`config.mk`:
```
export PLATFORM = sky130hd
export DESIGN_NAME = instruction_fetch_queue
export DESIGN_NICKNAME = d
export VERILOG_FILES = /design/src/rtl/instruction_fetch_queue.sv
export SDC_FILE = /design/constraint.sdc
export NUM_CORES = 1
export LEC_CHECK = 0
export ABC_CLOCK_PERIOD_IN_PS = 3800
export CAP_MARGIN = 10
export CORE_MARGIN = 5
export CORE_UTILIZATION = 46
export CTS_CLUSTER_SIZE = 25
export DETAILED_ROUTE_END_ITERATION = 8
export DONT_BUFFER_PORTS = 1
export PLACE_DENSITY = 0.66
export SLEW_MARGIN = 20
export SYNTH_ARGS = -nofsm -noshare
export SYNTH_HDL_FRONTEND = slang
export SYNTH_SLANG_ARGS = --single-unit
```
`constraint.sdc`:
```
create_clock -name clk -period 3.8 [get_ports clk]
set_input_delay 0.57 -clock clk [delete_from_list [all_inputs] [get_ports clk]]
set_output_delay 0.57 -clock clk [all_outputs]
set_load 0.03 [all_outputs]
```
`src/rtl/instruction_fetch_queue.sv`:
```
// Per-strand instruction FIFO between the fetch pipeline and strand select.
//
// Each strand owns a DEPTH-entry queue of 66-bit entries
// {long_latency, branch_predicted, pc, instruction}. The head of every strand
// is presented combinationally on the concatenated if_* buses. Strand select
// pops with ss_instruction_req, and rollback flushes a strand. Fetch is
// throttled per strand through a registered, slack-based ready signal.
//
// Ports:
//   clk, reset             clock, synchronous active-high reset
//   ifc_write_en           one instruction delivered this cycle
//   ifc_write_strand       destination strand of the delivered instruction
//   ifc_instruction/pc     instruction word and its PC (+4)
//   ifc_branch_predicted   predicted-taken flag
//   ifc_long_latency       predecoded multi-cycle flag
//   ss_instruction_req     per-strand pop request
//   rb_rollback_strand     per-strand flush request
//   if_*                   per-strand head entry (strand s at [s*32 +: 32])
//   fq_fetch_ready         per-strand "may fetch" (registered)
//   fq_overflow            one-cycle pulse when a write to a full queue was dropped

module instruction_fetch_queue #(
  parameter int unsigned NUM_STRANDS = 4,
  parameter int unsigned DEPTH       = 4,
  parameter int unsigned FETCH_SLACK = 2
) (
  input  logic                             clk,
  input  logic                             reset,
  input  logic                             ifc_write_en,
  input  logic [$clog2(NUM_STRANDS)-1:0]   ifc_write_strand,
  input  logic [31:0]                      ifc_instruction,
  input  logic [31:0]                      ifc_pc,
  input  logic                             ifc_branch_predicted,
  input  logic                             ifc_long_latency,
  input  logic [NUM_STRANDS-1:0]           ss_instruction_req,
  input  logic [NUM_STRANDS-1:0]           rb_rollback_strand,
  output logic [NUM_STRANDS-1:0]           if_instruction_valid,
  output logic [NUM_STRANDS*32-1:0]        if_instruction,
  output logic [NUM_STRANDS*32-1:0]        if_pc,
  output logic [NUM_STRANDS-1:0]           if_branch_predicted,
  output logic [NUM_STRANDS-1:0]           if_long_latency,
  output logic [NUM_STRANDS-1:0]           fq_fetch_ready,
  output logic                             fq_overflow
);

  localparam int unsigned STRAND_W = $clog2(NUM_STRANDS);
  localparam int unsigned PTR_W    = $clog2(DEPTH);
  localparam int unsigned CNT_W    = PTR_W + 1;
  localparam int unsigned ENTRY_W  = 66;

  // Empty strands present this encoding so they never look like a hazard.
  localparam logic [31:0]      NOP_INSTR  = 32'h0000_0013;
  localparam logic [CNT_W-1:0] FULL_COUNT = CNT_W'(DEPTH);

  logic [ENTRY_W-1:0]     storage_q [NUM_STRANDS][DEPTH];
  logic [PTR_W-1:0]       rd_ptr_q  [NUM_STRANDS];
  logic [PTR_W-1:0]       rd_ptr_d  [NUM_STRANDS];
  logic [PTR_W-1:0]       wr_ptr_q  [NUM_STRANDS];
  logic [PTR_W-1:0]       wr_ptr_d  [NUM_STRANDS];
  logic [CNT_W-1:0]       count_q   [NUM_STRANDS];
  logic [CNT_W-1:0]       count_d   [NUM_STRANDS];
  logic [NUM_STRANDS-1:0] fetch_ready_q, fetch_ready_d;
  logic                   overflow_q;

  logic [NUM_STRANDS-1:0] strand_sel;
  logic [NUM_STRANDS-1:0] is_full;
  logic [NUM_STRANDS-1:0] push;
  logic [NUM_STRANDS-1:0] pop;
  logic [NUM_STRANDS-1:0] drop;
  logic [ENTRY_W-1:0]     wr_entry;

  assign wr_entry = {ifc_long_latency, ifc_branch_predicted, ifc_pc, ifc_instruction};

  // Next-state for every strand queue.
  always_comb begin
    strand_sel    = '0;
    is_full       = '0;
    push          = '0;
    pop           = '0;
    drop          = '0;
    fetch_ready_d = '0;
    for (int s = 0; s < NUM_STRANDS; s++) begin
      rd_ptr_d[s] = rd_ptr_q[s];
      wr_ptr_d[s] = wr_ptr_q[s];
      count_d[s]  = count_q[s];

      strand_sel[s] = ifc_write_en && (ifc_write_strand == STRAND_W'(s));
      is_full[s]    = (count_q[s] == FULL_COUNT);
      pop[s]        = ss_instruction_req[s] && (count_q[s] != '0);
      // A same-cycle pop frees a slot, so a full queue can still accept.
      push[s]       = strand_sel[s] && !rb_rollback_strand[s] && (!is_full[s] || pop[s]);
      // Writes swallowed by a rollback are intentionally not reported.
      drop[s]       = strand_sel[s] && !rb_rollback_strand[s] && is_full[s] && !pop[s];

      if (rb_rollback_strand[s]) begin
        rd_ptr_d[s] = '0;
        wr_ptr_d[s] = '0;
        count_d[s]  = '0;
      end else begin
        if (pop[s]) begin
          rd_ptr_d[s] = rd_ptr_q[s] + PTR_W'(1);
        end
        if (push[s]) begin
          wr_ptr_d[s] = wr_ptr_q[s] + PTR_W'(1);
        end
        count_d[s] = count_q[s] + CNT_W'(push[s]) - CNT_W'(pop[s]);
      end

      // Leave room for the writes still in flight once ready drops.
      fetch_ready_d[s] = (32'(count_d[s]) + FETCH_SLACK) <= DEPTH;
    end
  end

  always_ff @(posedge clk) begin
    if (reset) begin
      for (int s = 0; s < NUM_STRANDS; s++) begin
        rd_ptr_q[s] <= '0;
        wr_ptr_q[s] <= '0;
        count_q[s]  <= '0;
      end
      fetch_ready_q <= '1;
      overflow_q    <= 1'b0;
    end else begin
      for (int s = 0; s < NUM_STRANDS; s++) begin
        rd_ptr_q[s] <= rd_ptr_d[s];
        wr_ptr_q[s] <= wr_ptr_d[s];
        count_q[s]  <= count_d[s];
      end
      fetch_ready_q <= fetch_ready_d;
      overflow_q    <= |drop;
    end
  end

  // Entry storage is never cleared; validity is tracked by count alone.
  always_ff @(posedge clk) begin
    for (int s = 0; s < NUM_STRANDS; s++) begin
      if (push[s]) begin
        storage_q[s][wr_ptr_q[s]] <= wr_entry;
      end
    end
  end

  // Head presentation.
  always_comb begin
    if_instruction_valid = '0;
    if_instruction       = '0;
    if_pc                = '0;
    if_branch_predicted  = '0;
    if_long_latency      = '0;
    for (int s = 0; s < NUM_STRANDS; s++) begin
      if (count_q[s] != '0) begin
        if_instruction_valid[s]  = 1'b1;
        if_instruction[s*32+:32] = storage_q[s][rd_ptr_q[s]][31:0];
        if_pc[s*32+:32]          = storage_q[s][rd_ptr_q[s]][63:32];
        if_branch_predicted[s]   = storage_q[s][rd_ptr_q[s]][64];
        if_long_latency[s]       = storage_q[s][rd_ptr_q[s]][65];
      end else begin
        if_instruction[s*32+:32] = NOP_INSTR;
      end
    end
  end

  assign fq_fetch_ready = fetch_ready_q;
  assign fq_overflow    = overflow_q;

endmodule
```
==> out/metrics.yaml, run 1 <==
outcome: "completed"
cpPeakStageDelay_ns: 0.59
finalPower_mw: 24.6
post-route-period-util_pct: 88.4
ios: 352
grt_pass1_vias: 20200
grt-ovfl-total: 0
final_nets: 2146
placed_cell_area_mm2: 0.0435
wl_mm: 102
post_drt_wl_per_cell_um: 30.8
antenna_found_initial: 8
fin_crit_ns: 3.36
dieWidth_um: 312
worst_ep_required_time_ns: 3.23
hold-worst-slack_ns: 0.104
cp-end-kind: "output pin"
crit_cells: 4
core-area_mm2: 0.0903
critical_path.cell_chain: "nor3_1 -> inv_2 -> buf_4 -> and2_1"
clk_latency_ns: 0.69
cp_max_fo: 26
drc: 0
yosys_warnings: 0
htree_levels: 3
floorplan.die.height_um: 312
cts.clk_slew.worst_paths_ns: 0.06
core.rowCount: 110
hold_path_class: "input pin to flop"
drtIter0Drc: 1746
die_area_mm2: 0.0974
power_density_mw_per_mm2: 516
grt_usage_pct: 20.7
postRouteAntennaNets: 0
postSynthCellCount: 1900
netlist.area_leader.share_pct: 75.5
yosys.area.top_type: "edfxtp_1"
postCtsSetupBuffers: 0
fin_skew_ns: 0.0285
worst_path_max_delay_cell: "nor3_1"
setup_violations: 0
vdd_drop_max_mv: 0.602
tightest_slew_ns: 1.09
viasPerCell: 5.85
cts_tree: "done"
yosysMostFrequentCell: "edfxtp_1"
netlist_area_mm2: 0.0420
synth_simple_gate_area_share_pct: 5.17
grt_pass1_wl_mm: 146
fill_cells: 6884
startpoint_type: "flop"
synth_edf_count: 1056
hold_depth: 2
grt_max_degree: 65
tritoncts.num_buffers: 110
dp_hpwl_mm: 59.6
r2r_cells: 13
finalSetupTns_ns: 0
final_util_pct: 52.9
syn_area_per_cell_um2: 22.1
ys_ff_latch: 1089
synth-xor-area-share_pct: 0.334
synth_ff_type: "edfxtp_1"
p_leak_nw: 14.7
worstSetupPathType: "flop to output pin"
clockBufferDepth: 3
crit_arrival_ns: 2.79
cp_top_family: "simple AND/OR/NAND/NOR gates"
drtPass1Iterations: 5
areaGrowthSynthToFinish_pct: 13.7
clock-sinks: 1089
initial_utilization_pct: 46.5
synth.area.top_cells: "edfxtp_1 76%, mux4_2 14%, and2_1 3.8%, dfxtp_1 1.6%, ha_1 0.80%"
synth_top_family_by_area: "multiplexers"
synth_mux_area_share_pct: 14.2
drive_gt1_share_pct: 23.3
rsz0062_at_grt: "false"
max_clock_freq_ghz: 0.298
syn_nets: 2010
max_slew_margin_pct: 27.4
yosysUniqueCellTypes: 37
cts_root_buffer: "clkbuf_16"
report.final.slew_viol_count: 0
fin_area_mm2: 0.0477
async_flop_share_pct: 0
synth_fa_ha_area_share_pct: 0.996
synth-compound-area-share_pct: 0.501
vias: 19400
finalHoldViolCount: 0
yosysSeqAreaShare_pct: 77.1
cap_violations: 0
cp_num_buf_inv: 2
place.gp.congestion: 0.796
synth_common_cells: "1,056 x edfxtp_1, 264 x mux4_2, 252 x and2_1"
port_buffers: 0
## final timing paths
check	slack [ns]	endpoint	start
hold / removal	0.10	count_q[3][1]	rb_rollback_strand[3]
setup reg to reg	0.73	fq_fetch_ready[0]	count_q[0][1]
setup / recovery	0.44	if_pc[107]	count_q[3][1]
hold reg to reg	0.52	wr_ptr_q[1][0]	wr_ptr_q[1][0]
## where the power goes
| group | internal (mW) | switching (mW) |
|---|---|---|
| sequential | 13.2 | 0.0340 |
| combinational | 0.224 | 0.653 |
| clock | 5.99 | 4.48 |
| total | 19.4 | 5.17 |
## layer usage
metal / up-vias / GRT usage [%] / wire [um]
li1: 8008 / - / -
met1: 10400 / 28.9 / 40800
met2: 852 / 33.6 / 50100
met3: 118 / 4.61 / 8680
met4: 0 / 5.49 / 2180
met5: - / 0 / 0
## metrics by stage
step / cells / worst slack (ns)
after floorplan: 1900 / 0.695
after global placement: 3029 / 0.598
after detailed placement: 3029 / 0.593
after CTS: 3305 / 0.284
after global routing: 3307 / 0.299
final: 3309 / 0.441
## flip-flops by register name (all words and copies together) (netlist names)
signal and cells:
fq_overflow 1, storage_q 1056, count_q 12, fq_fetch_ready 4
wr_ptr_q 8, rd_ptr_q 8
## logic make-up after synthesis
logic type | count (synthesis)
AOI/OAI and AO/OA | 32
xor gates and xnor gates | 16
adders and majority gates | 31
buffers and inverters | 119
DFF | 1089
muxes | 264
and+or+nand+nor | 349
## what timing repair did
| action | 4_1_cts | 5_1_grt |
|---|---|---|
| resized for setup | 0 | 0 |
| hold buffers | 71 | 0 |
| endpoints found under the hold margin | 1069 | 0 |
## worst reg2reg max path, delay by kind of cell, from the launching register on
family | cells | cell delay (ns)
AOI/OAI and AO/OA | 2 | 0.77
xor gates and xnor gates | 2 | 0.31
adders and majority gates | 4 | 1.11
buffers and inverters | 3 | 0.22
DFF | 1 | 0.39
and+or+nand+nor | 2 | 0.19
## cells in the final DEF, fill, tap and decap left out, drive strengths merged
cell type	count
o31ai	4
xnor2	8
edfxtp	1056
o311ai	4
or4b	5
bufinv	8
diode	4
a21oi	9
dlygate4sd3	71
and3	16
nand4b	1
fa	4
and4b	1
nand3	9
dfxtp	33
clkbuf	144
nor3	8
clkinvlp	4
a22oi	2
ha	27
and4bb	2
a311o	4
nor2b	7
or2	16
o21ai	9
buf	40
mux4	264
nor3b	1
and2	252
clkinv	48
nor2	24
nor4b	5
nand4bb	2
inv	33
xor2	8
## area by class of cell
class | count | area [um^2] | area share, %
antenna | 4 | 10.0 | 0.0210
clock buffer | 144 | 2930 | 6.14
clock inverter | 61 | 574 | 1.20
inverter | 32 | 124 | 0.260
multi-input combinational | 692 | 8960 | 18.8
sequential | 1089 | 32400 | 67.9
tap | 1176 | 1470 | 3.08
timing repair buffer | 111 | 1250 | 2.62
No activity file was read; power rests on OpenSTA's default activity.
==> inputs of run 2 (changes only) <==
--- a/config.mk
+++ b/config.mk
@@ -8,11 +8,12 @@
 export ABC_CLOCK_PERIOD_IN_PS = 3800
 export CAP_MARGIN = 10
 export CORE_MARGIN = 5
-export CORE_UTILIZATION = 46
+export CORE_UTILIZATION = 63
 export CTS_CLUSTER_SIZE = 25
 export DETAILED_ROUTE_END_ITERATION = 8
 export DONT_BUFFER_PORTS = 1
-export PLACE_DENSITY = 0.66
+export MAX_ROUTING_LAYER = met4
+export PLACE_DENSITY = 0.79
 export SLEW_MARGIN = 20
 export SYNTH_ARGS = -nofsm -noshare
 export SYNTH_HDL_FRONTEND = slang
==> out/metrics.yaml, run 2 (synthesized netlist as in run 1, its figures left out) <==
floorplan.die.height_um: 268
vias: 19800
htree_levels: 3
power_density_mw_per_mm2: 512
setup_violations: 0
finalPower_mw: 24.2
tritoncts.num_buffers: 103
outcome: "completed"
ios: 352
core-area_mm2: 0.0660
drive_gt1_share_pct: 22.8
clockBufferDepth: 3
fin_skew_ns: 0.0206
crit_arrival_ns: 2.71
grt_pass1_vias: 20800
postCtsSetupBuffers: 0
grt_max_degree: 65
rsz0062_at_grt: "false"
tightest_slew_ns: 0.944
drc: 0
grt_usage_pct: 29.1
worst_path_max_delay_cell: "buf_4"
final_common_cell: "edfxtp_1"
dieWidth_um: 268
viasPerCell: 6.62
cts.clk_slew.worst_paths_ns: 0.06
grt-ovfl-total: 0
dp_hpwl_mm: 55.5
areaGrowthSynthToFinish_pct: 12.5
max_clock_freq_ghz: 0.304
finalSetupTns_ns: 0
p_leak_nw: 14.7
cp_common_cell: "buf_4"
place.gp.congestion: 0.799
max_slew_margin_pct: 37.1
cts_root_buffer: "clkbuf_16"
cp_max_fo: 64
top_usage_layer: "met2"
post-route-period-util_pct: 86.4
grtUsageMet3_pct: 6.78
drtPass1Iterations: 5
finalHoldViolCount: 0
grt_use_met2_pct: 47.6
post_drt_wl_per_cell_um: 33.3
cp-end-kind: "output pin"
worst_ep_required_time_ns: 3.23
startpoint_type: "flop"
initial_utilization_pct: 63.6
worstSetupPathType: "flop to output pin"
grtUsageMet1_pct: 36.7
die_area_mm2: 0.0719
port_buffers: 0
cts_tree: "done"
cap_violations: 0
cpPeakStageDelay_ns: 0.72
critical_path.cell_chain: "nor3_1 -> buf_4 -> inv_2 -> buf_4 -> and2_1"
core.rowCount: 94
drtIter0Drc: 2147
grt_pass1_wl_mm: 144
final_nets: 2151
report.final.slew_viol_count: 0
fin_crit_ns: 3.28
clock-sinks: 1089
most-common-layout-cells: "1,056 x edfxtp_1, 264 x mux4_2, 252 x and2_1"
antenna_found_initial: 11
largest_register_ff_count: 1056
postRouteAntennaNets: 0
hold_path_class: "input pin to flop"
wl_mm: 99.9
clk_latency_ns: 0.65
vdd_drop_max_mv: 0.454
[run 2: area by class of cell]
cell class                 instances  area (um^2)
timing repair buffer             123         1350
tap                              864         1080
sequential                      1089        32400
fill                            3674        18800
antenna                            6         15.0
inverter                          32          120
multi-input combinational        692         8960
clock buffer                     139         2790
clock inverter                    54          492
[run 2: where the power goes]
| part | switching (mW) | internal [mW] |
|---|---|---|
| combinational | 0.650 | 0.232 |
| sequential | 0.0340 | 13.2 |
| clock | 4.27 | 5.75 |
| total | 4.95 | 19.2 |
[run 2: final timing paths]
kind / cells past startpoint / start / to / slack, ns
setup reg to reg: 12 / count_q[0][1] / fq_fetch_ready[0] / 0.76
hold / removal: 0 / ifc_pc[6] / storage_q[1][38] / 0.03
setup / recovery: 5 / count_q[2][1] / if_pc[89] / 0.52
hold reg to reg: 2 / wr_ptr_q[0][0] / wr_ptr_q[0][0] / 0.53
[run 2: worst max-delay path, delay by kind of cell (launching register included)]
family	cells	cell delay [ns]
buf+inv	3	0.95
flops	1	0.46
simple gates	2	0.63
[run 2: through the flow]
stage	area (um^2)	setup slack (ns)	cells	hold slack, ns	util (%)
floorplan	42000	0.695	1900	0.482	-
global placement	43100	0.659	2721	0.502	65.4
detailed placement	43100	0.565	2721	0.510	65.4
CTS	47200	0.466	2993	0.000168	71.5
global route	47200	0.395	2998	0.00688	71.5
finish	47200	0.516	2999	0.0349	71.5
[run 2: repair_timing]
action	CTS	global route
resized for setup	0	0
hold buffers	79	0
endpoints found under the hold margin	1038	0
[run 2: metal layers]
metal	up-vias	wire, um
li1	8003	-
met1	10500	35500
met2	1133	51600
met3	186	9220
met4	0	3560
met5	-	0
